==> src/rtl/ram_port_arbiter.sv <==
// Two-master arbiter in front of a single valid/ready/wstrb RAM port.
// M0 is the CPU load/store path, M1 the accelerator DMA. A grant is held
// for one whole transfer; a stuck slave is cut loose after TIMEOUT_CYCLES.
module ram_port_arbiter #(
    parameter int unsigned PRIORITY_MODE  = 0,
    parameter int unsigned TIMEOUT_CYCLES = 16,
    parameter int unsigned CNT_W          = 8
) (
    input  logic        clk,
    input  logic        rst,

    input  logic        m0_valid,
    output logic        m0_ready,
    input  logic [31:0] m0_addr,
    input  logic [31:0] m0_wdata,
    input  logic [3:0]  m0_wstrb,
    output logic [31:0] m0_rdata,

    input  logic        m1_valid,
    output logic        m1_ready,
    input  logic [31:0] m1_addr,
    input  logic [31:0] m1_wdata,
    input  logic [3:0]  m1_wstrb,
    output logic [31:0] m1_rdata,

    output logic        s_valid,
    input  logic        s_ready,
    output logic [31:0] s_addr,
    output logic [31:0] s_wdata,
    output logic [3:0]  s_wstrb,
    input  logic [31:0] s_rdata,

    output logic [1:0]  grant,
    output logic        timeout_err
);

    localparam int unsigned ADDR_W = 32;
    localparam int unsigned DATA_W = 32;
    localparam int unsigned STRB_W = 4;

    localparam bit               TMO_EN   = (TIMEOUT_CYCLES != 0);
    localparam logic [CNT_W-1:0] TMO_LAST = TMO_EN ? CNT_W'(TIMEOUT_CYCLES - 1) : '0;

    typedef enum logic [1:0] {
        ST_IDLE = 2'd0,
        ST_GNT0 = 2'd1,
        ST_GNT1 = 2'd2
    } state_t;

    state_t              state_q;
    state_t              state_d;
    state_t              cur_state;
    logic                last_owner_q;   // 0 = M0, 1 = M1
    logic                last_owner_d;
    logic [CNT_W-1:0]    cnt_q;
    logic [CNT_W-1:0]    cnt_d;
    logic [1:0]          grant_d;
    logic                tmo_fire;
    logic                xfer_done;

    logic                sel_m1;
    logic                own_valid;
    logic                other_valid;
    logic [ADDR_W-1:0]   own_addr;
    logic [DATA_W-1:0]   own_wdata;
    logic [STRB_W-1:0]   own_wstrb;
    logic                own_ready;
    logic [DATA_W-1:0]   own_rdata;

    // Reset forces IDLE behaviour in the same cycle, so an in-flight master never sees ready.
    assign cur_state = rst ? ST_IDLE : state_q;

    // Request payload of the master the current state grants.
    always_comb begin
        sel_m1      = (cur_state == ST_GNT1);
        own_valid   = sel_m1 ? m1_valid : m0_valid;
        other_valid = sel_m1 ? m0_valid : m1_valid;
        own_addr    = sel_m1 ? m1_addr  : m0_addr;
        own_wdata   = sel_m1 ? m1_wdata : m0_wdata;
        own_wstrb   = sel_m1 ? m1_wstrb : m0_wstrb;
    end

    // Next-state, slave-side routing and timeout detection.
    always_comb begin
        state_d      = cur_state;
        last_owner_d = last_owner_q;
        cnt_d        = cnt_q;
        tmo_fire     = 1'b0;
        xfer_done    = 1'b0;
        own_ready    = 1'b0;
        own_rdata    = '0;
        s_valid      = 1'b0;
        s_addr       = '0;
        s_wdata      = '0;
        s_wstrb      = '0;

        case (cur_state)
            ST_IDLE: begin
                cnt_d = '0;
                if (m0_valid && m1_valid) begin
                    // Tie: fixed priority favours M0, round-robin favours the non-last owner.
                    if ((PRIORITY_MODE != 0) || last_owner_q) begin
                        state_d = ST_GNT0;
                    end else begin
                        state_d = ST_GNT1;
                    end
                end else if (m0_valid) begin
                    state_d = ST_GNT0;
                end else if (m1_valid) begin
                    state_d = ST_GNT1;
                end
            end

            ST_GNT0, ST_GNT1: begin
                tmo_fire  = TMO_EN && own_valid && !s_ready && (cnt_q == TMO_LAST);
                s_valid   = own_valid && !tmo_fire;
                s_addr    = own_addr;
                s_wdata   = own_wdata;
                s_wstrb   = own_wstrb;
                xfer_done = (s_valid && s_ready) || tmo_fire;
                own_ready = xfer_done;
                own_rdata = tmo_fire ? '0 : s_rdata;

                if (!own_valid) begin
                    // Master withdrew its request: abandon the grant without a ready.
                    state_d = ST_IDLE;
                    cnt_d   = '0;
                end else if (xfer_done) begin
                    // The completing master's valid is stale here, so only the other one can follow.
                    last_owner_d = sel_m1;
                    cnt_d        = '0;
                    if (other_valid) begin
                        state_d = sel_m1 ? ST_GNT0 : ST_GNT1;
                    end else begin
                        state_d = ST_IDLE;
                    end
                end else if (TMO_EN) begin
                    cnt_d = cnt_q + CNT_W'(1);
                end
            end

            default: begin
                state_d = ST_IDLE;
            end
        endcase
    end

    // Only the granted master sees ready/rdata; the other is held at zero.
    always_comb begin
        m0_ready = 1'b0;
        m1_ready = 1'b0;
        m0_rdata = '0;
        m1_rdata = '0;
        if (cur_state == ST_GNT0) begin
            m0_ready = own_ready;
            m0_rdata = own_rdata;
        end else if (cur_state == ST_GNT1) begin
            m1_ready = own_ready;
            m1_rdata = own_rdata;
        end
    end

    // One-hot owner of the next cycle.
    always_comb begin
        case (state_d)
            ST_GNT0: grant_d = 2'b01;
            ST_GNT1: grant_d = 2'b10;
            default: grant_d = 2'b00;
        endcase
    end

    // State, owner history, timeout counter and error pulse.
    always_ff @(posedge clk) begin
        if (rst) begin
            state_q      <= ST_IDLE;
            grant        <= 2'b00;
            last_owner_q <= 1'b1;
            cnt_q        <= '0;
            timeout_err  <= 1'b0;
        end else begin
            state_q      <= state_d;
            grant        <= grant_d;
            last_owner_q <= last_owner_d;
            cnt_q        <= cnt_d;
            timeout_err  <= tmo_fire;
        end
    end

endmodule

==> config.mk <==
export PLATFORM = sky130hd
export DESIGN_NAME = ram_port_arbiter
export DESIGN_NICKNAME = d
export VERILOG_FILES = /design/src/rtl/ram_port_arbiter.sv
export SDC_FILE = /design/constraint.sdc
export NUM_CORES = 1
export LEC_CHECK = 0
export ABC_CLOCK_PERIOD_IN_PS = 3200
export BUFFER_PORTS_ARGS = -buffer_cell sky130_fd_sc_hd__buf_2
export CAP_MARGIN = 5
export CORE_AREA = 2 2 120 122
export CTS_CLUSTER_DIAMETER = 200
export CTS_CLUSTER_SIZE = 28
export DETAILED_ROUTE_END_ITERATION = 6
export DIE_AREA = 0 0 122 124
export PLACE_DENSITY = 0.51
export SYNTH_ARGS = -nofsm -noshare
export SYNTH_HDL_FRONTEND = slang
export SYNTH_SLANG_ARGS = --single-unit
==> constraint.sdc <==
create_clock -name clk -period 3.2 [get_ports clk]
set_input_delay 0.32 -clock clk [delete_from_list [all_inputs] [get_ports clk]]
set_output_delay 0.32 -clock clk [all_outputs]
set_load 0.02 [all_outputs]
==> metrics.txt <==
CTS Buf Count 3; antenna violations before repair 0; count of different cell masters after synthesis 33; Clock Power Share 0.301; core area 13720 µm²; H-tree depth 1; clock sinks 14; min-delay worst type input pin to register; post-synthesis simple-gate area fraction 0.4138; All-Layer GR Usage 0.1066; met2 usage 0.2105; crit path from rst; Worst Setup Slack, final 0.5046 ns; Synth Area in Compound Gates 0.03415; Post-Synthesis Cell Area 2198 µm²; Syn Nets 485; final hold violations 0; # DRC 0; total gr overflow 0; met3 usage 0.01465; reg2reg start state_q[0]$_SDFF_PP0_; WHS a little under 0.4 ns; Post-CTS Setup Repair Bufs 0; Sw Ratio 0.3594; sequential power share 0.209; Final min period 2.695 ns; Leak ~2.3 nW; sequential share of the synthesized area 0.1275; startpoint types input pin; R2R setup slack between 1 and 1.5 ns; Clock Skew 0.003050 ns; xor and xnor fraction of the mapped netlist area 0.02789; Final Non-Filler Cells 783; DRT Pass-1 Iters 4; grt peak-use layer met2; multiplexer share of the synthesized area 0.3142; first-pass GRT wire length 13.01 mm; Arr. time, crit path 2.38 ns; max frequency around 370 MHz; share of cells above drive strength 1 0.5423; DRT iter0 DRCs 67; WS Path Type input pin to primary output; starting density of the core 0.1602; Avg WL per Cell 12.27 µm; CP Capture Point m1_rdata[8]; routing usage on met1 0.1225; CP endpoint kind primary output; hpwl dp 8.349 mm; clk_lat worst skew between 0.2 and 0.25 ns; unrepaired setup endpoints after global routing no; setup_tns 0 ns; Comb power frac 0.490; full die area 15130 µm²; final wirelength ~9.6 mm; post-synthesis adder-cell area fraction 0.02846; status finished, final reports clean; Worst slew margin 0.5262; Placed Cells 779; asr flop ratio synth 0; # Max-Cap Violations 0; leading cell types by total area after synthesis mux2i_1, and2_1, nor2_1, dfxtp_1, ha_1; number of global-route vias before repair 2698; r2r endpoint grant[1]$_SDFF_PP0_; number of synthesized flops with an enable pin 0; share of the synthesized area in the top cell type 0.3142; Post-layout nets 782; IO Pins 311; synthesis-stage register bit count 14; Die Y-Extent 124 µm; clock-pin slew on the worst setup and hold paths around 0.050 ns; DR vias 3120; std cell rows 43; VDD IR-drop max roughly 0.14 mV; largest net degree at the start of global routing 53; clock tree buffer depth 2; Final period util 0.8423; final setup fails 0; Yosys Warn Count 0; Synth-to-Final Area Change 83.44%; Mapped Avg Cell Area 7.161 µm²; Final GP Congestion 0.7187; Int Power 556.1 µW; cells after synthesis a little over 300; vias per cell 3.985; Resize count post-CTS 0; DIE WIDTH 122 µm; pwr/cell area 215.3 nW/µm²; I/O Buffers 310; worst path required time ~2.9 ns; leading area contributor after synthesis mux2i_1; largest family of logic cells by synthesized area simple AND/OR/NAND/NOR gates; worst slew pin tran roughly 0.71 ns; Top FF cell, synth dfxtp_1; TritonCTS clock tree yes; Slew Limit Fails 0; Psw around 310 µW; n_diodes 0; worst-case reg-to-reg path depth 7; Fill cells 1520; pre-CTS setup slack 0.4987 ns; CP Max Fanout 32; antenna-violating nets left 0; cts hold-fix bufs 0; Root Buffer clkbuf_16
cells in the final DEF (no fill, tap or decap), drive strengths merged, types with 3 or more instances in the layout:
cell type / instances
xnor2: 5
nor3: 3
nand2: 5
mux2i: 69
inv: 4
nand2b: 4
ha: 5
and3: 4
and2: 65
dfxtp: 14
buf: 316
clkbuf: 4
nor2: 81
synthesized netlist by cell type, drive strengths merged (3+ instances only):
cell type,number
and2,65
and3,4
buf,10
clkbuf,14
dfxtp,14
ha,5
inv,4
mux2i,69
nand2,5
nand2b,4
nor2,81
nor3,3
xnor2,5
final cells by class:
type	count	area [µm²]	area share
multi-input cells	265	1814	0.4499
flip-flops and latches	14	280.3	0.06950
inverters	4	15.01	0.003723
clock buffers	4	88.84	0.02203
well taps	180	225.2	0.05585
repair buffers	316	1609	0.3990
kinds of logic (layout without fill, tap and decap cells):
kind of cell	after synthesis	after routing
and+or+nand+nor	174	174
muxes	69	69
buffers and inverters	28	324
DFF	14	14
AOI/OAI and AO/OA	10	10
xor gates and xnor gates	7	7
adders and majority gates	5	5
metrics by stage:
step           total power [mW]  instance area [µm²]  utilization
3_3_place_gp             0.6157                 3944       0.2875
4_1_cts                  0.8819                 4033       0.2939
2_1_floorplan            0.4132                 2198            -
5_1_grt                  0.9249                 4033       0.2939
6_report                 0.8681                 4033       0.2939
3_5_place_dp             0.6149                 3944       0.2875
worst min path at each step:
stage	start	end	cells past startpoint
2_1_floorplan	cnt_q[1]$_SDFFE_PP0P_	cnt_q[1]$_SDFFE_PP0P_	2
3_3_place_gp	cnt_q[1]$_SDFFE_PP0P_	cnt_q[1]$_SDFFE_PP0P_	2
3_5_place_dp	cnt_q[1]$_SDFFE_PP0P_	cnt_q[1]$_SDFFE_PP0P_	2
4_1_cts	rst	cnt_q[1]$_SDFFE_PP0P_	2
5_1_grt	rst	state_q[0]$_SDFF_PP0_	2
6_report	rst	cnt_q[1]$_SDFFE_PP0P_	2
power groups by stage:
stage | Clock (mW) | Combinational, mW | Sequential (mW)
2_1_floorplan | 0 | 0.226 | 0.187
3_3_place_gp | 0 | 0.431 | 0.185
3_5_place_dp | 0 | 0.430 | 0.185
4_1_cts | 0.269 | 0.431 | 0.181
5_1_grt | 0.279 | 0.465 | 0.181
6_report | 0.262 | 0.425 | 0.181
registers in the layout (all words and copies together) (netlist names):
signal / count
last_owner_q: 1
grant: 2
timeout_err: 1
cnt_q: 8
state_q: 2
layer usage:
metal  wire length, µm  up-vias
met3               892        4
met1              3651     1323
met5                 0        -
met4                45        0
met2              5020      191
li1                  -     1602
critical path: stages:
cell      delay [ns]
buf_2           0.17
nand2b_1        0.23
inv_1           0.15
ha_4            0.17
mux2i_1         0.26
and4bb_2        0.31
nor3_2          0.15
buf_4           0.28
and2_1          0.17
buf_2           0.16
(Power assumes the default switching activity.)
